## src/rtl/uart_pkg.sv

```systemverilog
// Shared definitions for the UART blocks: transmitter state encoding,
// parity mode constants and the parity helper.
package uart_pkg;

  typedef enum logic [2:0] {
    ST_IDLE,
    ST_START,
    ST_DATA,
    ST_PARITY,
    ST_STOP
  } tx_state_e;

  localparam int PAR_NONE = 0;
  localparam int PAR_ODD  = 1;
  localparam int PAR_EVEN = 2;

  // Even parity is the XOR of the data bits; odd parity is its inverse.
  function automatic logic parity_bit(input logic [7:0] data, input int mode);
    return (mode == PAR_ODD) ? ~(^data) : (^data);
  endfunction

endpackage

```

## src/rtl/uart_baud_cnt.sv

```systemverilog
// Loadable bit-time down-counter; tick is high while the count sits at zero.
// Shared between the UART transmitter and receiver.
module uart_baud_cnt
  import uart_pkg::*;
#(
  parameter int CLKS_PER_BIT = 434
) (
  input  logic CLK,
  input  logic RST_N,
  input  logic load,
  output logic tick
);

  localparam int W = (CLKS_PER_BIT > 1) ? $clog2(CLKS_PER_BIT) : 1;

  logic [W-1:0] count;

  always_ff @(posedge CLK or negedge RST_N) begin
    if (!RST_N) begin
      count <= '0;
    end else if (load) begin
      count <= W'(CLKS_PER_BIT - 1);
    end else if (count != '0) begin
      count <= count - W'(1);
    end
  end

  assign tick = (count == '0);

endmodule

```

## src/rtl/uart_tx_stb.sv

```systemverilog
// UART transmitter fed by a strobe/acknowledge byte stream; frames are
// start, 8 data bits LSB first, optional parity, one or two stop bits.
//
// state     | meaning
// ST_IDLE   | line high, waiting for a byte
// ST_START  | start bit (line low)
// ST_DATA   | data bits 0..7, LSB first
// ST_PARITY | parity bit (only when PARITY != PAR_NONE)
// ST_STOP   | stop bit(s), line high; may accept the next byte on its last cycle
module uart_tx_stb
  import uart_pkg::*;
#(
  parameter int CLKS_PER_BIT = 434,
  parameter int PARITY       = PAR_NONE,
  parameter int STOP_BITS    = 1
) (
  input  logic       CLK,
  input  logic       RST_N,
  input  logic [7:0] i_data,
  input  logic       i_stb,
  output logic       i_ack,
  output logic       o_tx,
  output logic       o_busy
);

  localparam logic LAST_STOP = (STOP_BITS == 2);

  tx_state_e  state, state_nx;
  logic [2:0] bit_idx, bit_idx_nx;
  logic       stop_idx, stop_idx_nx;
  logic [7:0] data_q, data_nx;
  logic       tx_nx, busy_nx;
  logic       load, tick, ready;

  uart_baud_cnt #(
    .CLKS_PER_BIT(CLKS_PER_BIT)
  ) u_baud (
    .CLK  (CLK),
    .RST_N(RST_N),
    .load (load),
    .tick (tick)
  );

  // Ready in the final cycle of the last stop bit gives gap-free back-to-back frames.
  assign ready = (state == ST_IDLE) ||
                 ((state == ST_STOP) && tick && (stop_idx == LAST_STOP));
  assign i_ack = i_stb & ready & RST_N;

  always_ff @(posedge CLK or negedge RST_N) begin
    if (!RST_N) begin
      state    <= ST_IDLE;
      bit_idx  <= '0;
      stop_idx <= 1'b0;
      data_q   <= '0;
      o_tx     <= 1'b1;
      o_busy   <= 1'b0;
    end else begin
      state    <= state_nx;
      bit_idx  <= bit_idx_nx;
      stop_idx <= stop_idx_nx;
      data_q   <= data_nx;
      o_tx     <= tx_nx;
      o_busy   <= busy_nx;
    end
  end

  always_comb begin
    state_nx    = state;
    bit_idx_nx  = bit_idx;
    stop_idx_nx = stop_idx;
    data_nx     = data_q;
    tx_nx       = o_tx;
    busy_nx     = o_busy;
    load        = 1'b0;

    unique case (state)
      ST_IDLE: begin
        tx_nx   = 1'b1;
        busy_nx = 1'b0;
      end
      ST_START: begin
        if (tick) begin
          state_nx   = ST_DATA;
          bit_idx_nx = '0;
          tx_nx      = data_q[0];
          load       = 1'b1;
        end
      end
      ST_DATA: begin
        if (tick) begin
          load = 1'b1;
          if (bit_idx == 3'd7) begin
            if (PARITY != PAR_NONE) begin
              state_nx = ST_PARITY;
              tx_nx    = parity_bit(data_q, PARITY);
            end else begin
              state_nx    = ST_STOP;
              stop_idx_nx = 1'b0;
              tx_nx       = 1'b1;
            end
          end else begin
            bit_idx_nx = bit_idx + 3'd1;
            tx_nx      = data_q[bit_idx + 3'd1];
          end
        end
      end
      ST_PARITY: begin
        if (tick) begin
          state_nx    = ST_STOP;
          stop_idx_nx = 1'b0;
          tx_nx       = 1'b1;
          load        = 1'b1;
        end
      end
      ST_STOP: begin
        if (tick) begin
          if (stop_idx == LAST_STOP) begin
            state_nx = ST_IDLE;
            tx_nx    = 1'b1;
            busy_nx  = 1'b0;
          end else begin
            stop_idx_nx = 1'b1;
            load        = 1'b1;
          end
        end
      end
      default: begin
        state_nx = ST_IDLE;
        tx_nx    = 1'b1;
        busy_nx  = 1'b0;
      end
    endcase

    // Accepting a byte overrides whatever IDLE or the last stop cycle decided.
    if (i_ack) begin
      state_nx    = ST_START;
      data_nx     = i_data;
      bit_idx_nx  = '0;
      stop_idx_nx = 1'b0;
      tx_nx       = 1'b0;
      busy_nx     = 1'b1;
      load        = 1'b1;
    end
  end

endmodule

```

## config.mk

```make
export PLATFORM = sky130hd
export DESIGN_NAME = uart_tx_stb
export DESIGN_NICKNAME = d
export VERILOG_FILES = /design/src/rtl/uart_pkg.sv /design/src/rtl/uart_baud_cnt.sv /design/src/rtl/uart_tx_stb.sv
export SDC_FILE = /design/constraint.sdc
export NUM_CORES = 1
export LEC_CHECK = 0
export ABC_CLOCK_PERIOD_IN_PS = 2100
export CORE_MARGIN = 2
export CORE_UTILIZATION = 50
export CTS_CLUSTER_DIAMETER = 60
export CTS_CLUSTER_SIZE = 12
export DETAILED_ROUTE_END_ITERATION = 16
export PLACE_DENSITY = 0.86
export SYNTH_ARGS = -nofsm -noshare
export SYNTH_HDL_FRONTEND = slang
export SYNTH_SLANG_ARGS = --single-unit
export TNS_END_PERCENT = 30
```

## constraint.sdc

```tcl
create_clock -name CLK -period 2.1 [get_ports CLK]
set_clock_uncertainty 0.1 [all_clocks]
set_input_delay 0.42 -clock CLK [delete_from_list [all_inputs] [get_ports CLK]]
set_output_delay 0.42 -clock CLK [all_outputs]
set_load 0.02 [all_outputs]
```

==> results of run 1 <==
[synth_stat cells, drive strengths merged]
| master | count |
|---|---|
| nor2b | 3 |
| or4 | 3 |
| nor2 | 10 |
| nor4 | 2 |
| o31ai | 3 |
| inv | 7 |
| or4b | 1 |
| dfstp | 1 |
| or3 | 2 |
| nand2b | 1 |
| mux2i | 5 |
| clkbuf | 3 |
| a21oi | 8 |
| xor2 | 1 |
| nand3 | 3 |
| xnor2 | 2 |
| o211ai | 2 |
| o21ai | 12 |
| nor3b | 2 |
| buf | 1 |
| o22ai | 2 |
| nor4b | 2 |
| nor3 | 2 |
| nor4bb | 1 |
| nand4 | 4 |
| mux2 | 8 |
| o2111ai | 1 |
| a22oi | 2 |
| nand2 | 12 |
| dfrtp | 24 |
| o21ba | 1 |
| ha | 4 |
| a211o | 1 |
[power by group]
part	internal, W	total, W	leakage, nW	switching (W)
clock	0.0000718	0.000228	0.0177	0.000156
combinational	0.000604	0.00118	0.446	0.000577
sequential	0.000695	0.000830	0.301	0.000136
total	0.00137	0.00224	0.765	0.000869
[registers in the layout (all words and copies together) (netlist names)]
name,count
bit_idx,3
data_q,8
o_busy,1
o_tx,1
state,3
u_baud.count,9
[worst max-delay path by stage]
| stage | start | end | slack (ns) | cells past startpoint |
|---|---|---|---|---|
| after global placement | i_stb | i_ack | -0.51 | 5 |
| after floorplan | u_baud.count[0] | i_ack | 0.0002 | 6 |
| after global routing | u_baud.count[1] | i_ack | -0.35 | 7 |
| after CTS | u_baud.count[0] | i_ack | -0.29 | 7 |
| after detailed placement | i_stb | i_ack | -0.54 | 5 |
| final | u_baud.count[1] | i_ack | -0.30 | 7 |
[what timing repair did]
item	CTS	global route
gates resized for setup	11	7
setup endpoints to repair	4	14
pin swaps	3	4
setup buffers	2	5
cloned	0	0
[metrics by stage]
| step | setup WS (ns) | instances |
|---|---|---|
| 2_1_floorplan | 0.000212 | 136 |
| 5_1_grt | -0.352 | 209 |
| 3_3_place_gp | -0.513 | 199 |
| 4_1_cts | -0.286 | 205 |
| 3_5_place_dp | -0.543 | 199 |
| 6_report | -0.297 | 209 |
[metal layers]
layer	up-vias	wire length, um
met5	-	0
met4	0	105
met3	13	327
met2	88	1880
met1	637	1470
li1	586	-
[placed cells by master, fill, tap and decap left out, types with 4 or more instances in the layout]
master	n
nand4_1	4
a21oi_1	8
nor2_1	10
inv_1	4
clkdlybuf4s50_1	12
mux2_1	7
buf_4	28
dfrtp_1	24
mux2i_1	5
nand2_1	11
o21ai_0	8
[final cells by class]
cell class              instances  area share
clock buffers                   3      0.0124
clock inverters                 1     0.00275
well taps                      30      0.0206
repair buffers                 43       0.200
inverters                       7      0.0144
flip-flops and latches         25       0.344
multi-input cells             100       0.406
[cell families (layout without fill, tap and decap cells)]
family                     Yosys count  after routing  share of synthesized area
xor gates and xnor gates             3              3                     0.0192
adders and majority gates            4              4                     0.0365
muxes                               13             13                      0.102
AOI/OAI and AO/OA                   32             32                      0.141
and+or+nand+nor                     48             48                      0.208
buffers and inverters               11             54                     0.0356
DFF                                 25             25                      0.458
[worst reg2reg max path, delay by kind of cell (launching register included)]
kind                     cells  cell delay [ns]
flip-flops                   1             0.42
AND/OR/NAND/NOR              4             1.03
adder cells (fa/ha/maj)      1             0.13
buffers and inverters        4             0.54
==> results.py, run 1 <==
metrics = {
    "place": {
        "place.gp.congestion": 0.969,
        "dpl.hpwl_mm": 2.53,
        "port_buffers": 13,
        "detailed_place.area_um2": 1700,
    },
    "setup_path": {
        "path_cells": "inv_2 > ha_4 > or4b_4 > o21ai_4 > nand2_2 > inv_2 > buf_6",
        "timing.critical_path.buf_inv": 3,
        "crit_family": "simple AND/OR/NAND/NOR gates",
        "r2r_start": "u_baud.count[1]",
        "critPathArrivalTime_ns": 1.88,
        "reg2reg_depth": 9,
        "cp_slowest_cell": "or4b_4",
        "worst_r2r_endpoint": "u_baud.count[4]",
        "crit_required_ns": 1.58,
        "r2r_slack_ns": -0.28,
        "critPathMostFrequentCell": "inv_2",
        "worst_path_largest_cell_delay_ns": 0.47,
        "endpoint_kind": "output port",
        "crit_fanout": 2,
        "critical_path_class": "flop to output port",
        "cp-start-kind": "flop",
    },
    "worst_hold_path": {
        "holdCritPathClass": "input port to async pin",
    },
    "cells_and_area": {
        "diodes": 0,
        "regArea_um2": 627,
        "multi_input_area_um2": 741,
        "syn2layout_area_growth_pct": 33.1,
        "utilization": 0.716,
        "nNetsFinal": 195,
        "drive_above_1_share": 0.285,
        "final_area_um2": 1820,
        "n_fill_cell": 168,
    },
    "clocking": {
        "clk_pin_slew_ns": 0.14,
        "clk-insertion-delay-late_ns": 0.34,
        "hold_buffers": 0,
        "cts_tree": "done",
        "cts_buffer_depth": 2,
        "numCtsBuffers": 3,
        "root_buffer": "clkbuf_4",
        "clock-sinks": 25,
        "htree_levels": 1,
    },
    "sta": {
        "min_period_over_period": 1.14,
        "timing.max_slew.rel_slack": 0.559,
        "slew_viol_final": 0,
        "setup-violations-final": 7,
        "fin_crit_ns": 2.40,
        "fin_ws_ns": -0.297,
        "hold_viol": 0,
        "finalSetupTns_ns": -1.32,
        "worst_pin_slew_ns": 0.654,
        "fmax_mhz": 417,
        "grt_setup_unrepaired": "true",
        "hold_ws_ns": 0.391,
    },
    "grt": {
        "grt_pass1_wl_mm": 6.22,
        "grt_use_met3": 0.0323,
        "grt_pass1_vias": 1272,
        "gr-total-overflow": 0,
        "grt_usage": 0.250,
        "grt_max_degree": 27,
        "grt_busiest_layer": "met2",
        "grtUsageMet2": 0.430,
        "antenna_found_initial": 0,
        "grt.met1_usage": 0.326,
    },
    "pwr": {
        "p_per_area_nw_per_um2": 1230,
        "power_w": 0.00224,
        "p_leak_nw": 0.765,
        "irDropWorstVdd_uv": 937,
    },
    "floorplan": {
        "core_um2": 2540,
        "num_io_pins": 14,
        "die_w_um": 56.3,
        "initial_core_util": 0.538,
        "die_area_um2": 3170,
        "rows": 18,
        "fp.dieH_um": 56.3,
    },
    "flow_run": {
        "maxCapViolations": 0,
    },
    "detailed_routing": {
        "first_pass_iters": 5,
        "remaining_drc_errors": 0,
        "first_iter_violations": 73,
        "antenna_left": 0,
        "drt-total-wl_mm": 3.78,
        "wl_per_cell_um": 18.1,
        "vias": 1324,
        "post_drt_via_cell_ratio": 6.33,
    },
    "yosys": {
        "synth_nets": 151,
        "avgSynthCellArea_um2": 10.1,
        "yosysSeqAreaShare": 0.458,
        "syn_area_um2": 1370,
        "synth_area_leaders": "dfrtp_1 44%, mux2_1 6.6%, ha_1 3.7%, mux2i_1 3.7%, o21ai_0 3.3%",
        "ys_warn_count": 0,
        "synth_top_area_share": 0.438,
        "synth_area_leader_cell": "dfrtp_1",
        "synth.distinct_cells": 38,
        "synth-seq-cells": 25,
        "syn_inst": 136,
    },
    "run_status": {
        "violations": "setup timing",
        "outcome": "complete, but fails checks",
    },
}
(Power assumes the default switching activity.)
==> run 2: changes to the inputs <==
--- a/config.mk
+++ b/config.mk
@@ -11,6 +11,7 @@
 export CTS_CLUSTER_DIAMETER = 60
 export CTS_CLUSTER_SIZE = 12
 export DETAILED_ROUTE_END_ITERATION = 16
+export HOLD_SLACK_MARGIN = 0.15
 export PLACE_DENSITY = 0.86
 export SYNTH_ARGS = -nofsm -noshare
 export SYNTH_HDL_FRONTEND = slang
==> results of run 2 <==
No change in the layout: final DEF, timing and power equal those of run 1.
==> run 3: changes to the inputs <==
--- a/config.mk
+++ b/config.mk
@@ -6,8 +6,10 @@
 export NUM_CORES = 1
 export LEC_CHECK = 0
 export ABC_CLOCK_PERIOD_IN_PS = 2100
+export CELL_PAD_IN_SITES_DETAIL_PLACEMENT = 1
+export CELL_PAD_IN_SITES_GLOBAL_PLACEMENT = 1
 export CORE_MARGIN = 2
-export CORE_UTILIZATION = 50
+export CORE_UTILIZATION = 39
 export CTS_CLUSTER_DIAMETER = 60
 export CTS_CLUSTER_SIZE = 12
 export DETAILED_ROUTE_END_ITERATION = 16
==> results.py, run 3 (synthesized netlist as in run 1, its figures left out) <==
metrics = {
    "run_status": {
        "outcome": "complete, but fails checks",
        "violations": "setup timing",
    },
    "detailed_routing": {
        "first_iter_violations": 49,
        "first_pass_iters": 4,
        "wl_per_cell_um": 18.8,
        "antenna_left": 0,
        "vias": 1266,
        "remaining_drc_errors": 0,
        "post_drt_via_cell_ratio": 5.60,
        "drt-total-wl_mm": 4.25,
    },
    "flow_run": {
        "maxCapViolations": 0,
    },
    "clocking": {
        "clk_pin_slew_ns": 0.14,
        "numCtsBuffers": 3,
        "cts_buffer_depth": 2,
        "hold_buffers": 0,
        "cts_tree": "done",
        "clk-insertion-delay-late_ns": 0.33,
        "htree_levels": 1,
        "root_buffer": "clkbuf_4",
        "clock-sinks": 25,
    },
    "pwr": {
        "p_leak_nw": 0.769,
        "p_per_area_nw_per_um2": 1200,
        "power_w": 0.00222,
        "p_seq_frac": 0.375,
        "switchingPower_w": 0.000895,
        "irDropWorstVdd_uv": 526,
        "clockPowerShare": 0.100,
        "internal_power_w": 0.00133,
        "sw_frac_of_total": 0.403,
        "combPwrFrac": 0.526,
    },
    "sta": {
        "hold_viol": 0,
        "grt_setup_unrepaired": "true",
        "timing.max_slew.rel_slack": 0.676,
        "slew_viol_final": 0,
        "min_period_over_period": 1.13,
        "fin_crit_ns": 2.38,
        "hold_ws_ns": 0.367,
        "setup-violations-final": 7,
        "finalSetupTns_ns": -1.42,
        "worst_pin_slew_ns": 0.481,
        "fin_ws_ns": -0.276,
        "fmax_mhz": 421,
    },
    "cells_and_area": {
        "diodes": 0,
        "n_fill_cell": 410,
        "nNetsFinal": 196,
        "top_register": "u_baud.count",
        "syn2layout_area_growth_pct": 35.5,
        "layout_common_cells": "29 x buf_4, 24 x dfrtp_1, 12 x clkdlybuf4s50_1",
        "largest_register_ffs": 9,
        "multi_input_area_um2": 747,
        "regArea_um2": 627,
        "drive_above_1_share": 0.283,
        "top_regs": "u_baud.count x9, data_q x8",
        "final_common_cell": "buf_4",
        "final_cells": 226,
    },
    "setup_path": {
        "critPathArrivalTime_ns": 1.86,
        "crit_required_ns": 1.58,
        "timing.critical_path.buf_inv": 3,
        "critical_path_class": "flop to output port",
        "crit_family": "simple AND/OR/NAND/NOR gates",
        "cp-start-kind": "flop",
        "path_cells": "inv_2 > ha_4 > or4b_4 > o21ai_4 > nand2_2 > inv_2 > buf_6",
        "crit_fanout": 2,
        "endpoint_kind": "output port",
        "worst_path_largest_cell_delay_ns": 0.48,
        "cp_slowest_cell": "or4b_4",
        "cp_num_cells": 7,
        "critPathMostFrequentCell": "inv_2",
        "reg2reg_depth": 9,
    },
    "grt": {
        "grt_pass1_vias": 1341,
        "gr-total-overflow": 0,
        "grt_max_degree": 27,
        "grt_usage": 0.217,
        "grt_pass1_wl_mm": 6.84,
        "antenna_found_initial": 0,
    },
    "place": {
        "port_buffers": 13,
        "dp_slack_ns": -0.482,
        "dpl.hpwl_mm": 3.01,
        "dp.cells": 218,
        "place.gp.congestion": 0.818,
    },
    "floorplan": {
        "rows": 21,
        "core_um2": 3360,
        "die_area_um2": 4000,
        "fp.dieH_um": 63.3,
        "num_io_pins": 14,
        "initial_core_util": 0.407,
        "die_w_um": 63.3,
    },
    "worst_hold_path": {
        "holdCritPathClass": "input port to async pin",
    },
}
run 3: cell types whose count changed in the layout (fill, tap and decap cells not counted):
cell     delta
mux2_4      -1
nor3b_2     -1
nor3b_1     +1
buf_4       +1
nor4_1      -1
mux2_1      +1
nor4_4      +1
run 3: routing by layer:
layer | up-vias | GRT usage | wire, um
met3 | 10 | 0.0143 | 104
met5 | - | 0 | 0
met1 | 636 | 0.281 | 1960
met2 | 35 | 0.383 | 2090
met4 | 0 | 0.0788 | 98
li1 | 585 | - | -
run 3: worst paths after layout:
| path | from | endpoint | slack [ns] |
|---|---|---|---|
| setup reg to reg | u_baud.count[1] | u_baud.count[4] | -0.24 |
| hold / removal | RST_N | u_baud.count[8] | 0.37 |
| max in group asynchronous | RST_N | o_tx | 1.22 |
| setup / recovery | u_baud.count[1] | i_ack | -0.28 |
| min in group CLK | data_q[5] | data_q[5] | 0.42 |
| hold reg to reg | data_q[5] | data_q[5] | 0.42 |
run 3: power groups by stage:
stage | logic, W | clock network [W] | registers [W]
final | 0.00117 | 0.000222 | 0.000833
after global placement | 0.000953 | 0 | 0.000813
after global routing | 0.00128 | 0.000250 | 0.000855
after CTS | 0.00109 | 0.000229 | 0.000827
after detailed placement | 0.00103 | 0 | 0.000836
after floorplan | 0.000554 | 0 | 0.000852
run 3: worst reg2reg max path: stages, from the launching register on:
cell	delay, ns
dfrtp_1	0.42
inv_2	0.09
ha_4	0.13
or4b_4	0.48
buf_4	0.16
buf_6	0.12
nor4_4	0.33
buf_4	0.19
or3_1	0.11
nand4_1	0.09
run 3: final cells by class:
class                           instances  area share
Clock buffer                            3      0.0121
Clock inverter                          1     0.00270
Inverter                                7      0.0142
Multi-Input combinational cell        100       0.402
Sequential cell                        25       0.338
Tap cell                               46      0.0310
Timing Repair Buffer                   44       0.200
run 3: through the flow:
| stage | utilization | area [um2] |
|---|---|---|
| floorplan | - | 1380 |
| global placement | 0.519 | 1750 |
| detailed placement | 0.519 | 1750 |
| CTS | 0.544 | 1830 |
| global route | 0.552 | 1860 |
| finish | 0.552 | 1860 |
run 3: timing repair:
item / 4_1_cts / 5_1_grt
endpoints found under the hold margin: 0 / 0
buffers inserted: 4 / 1
endpoints found under the setup margin: 15 / 19
pin swaps: 4 / 4
gates resized for setup: 14 / 4
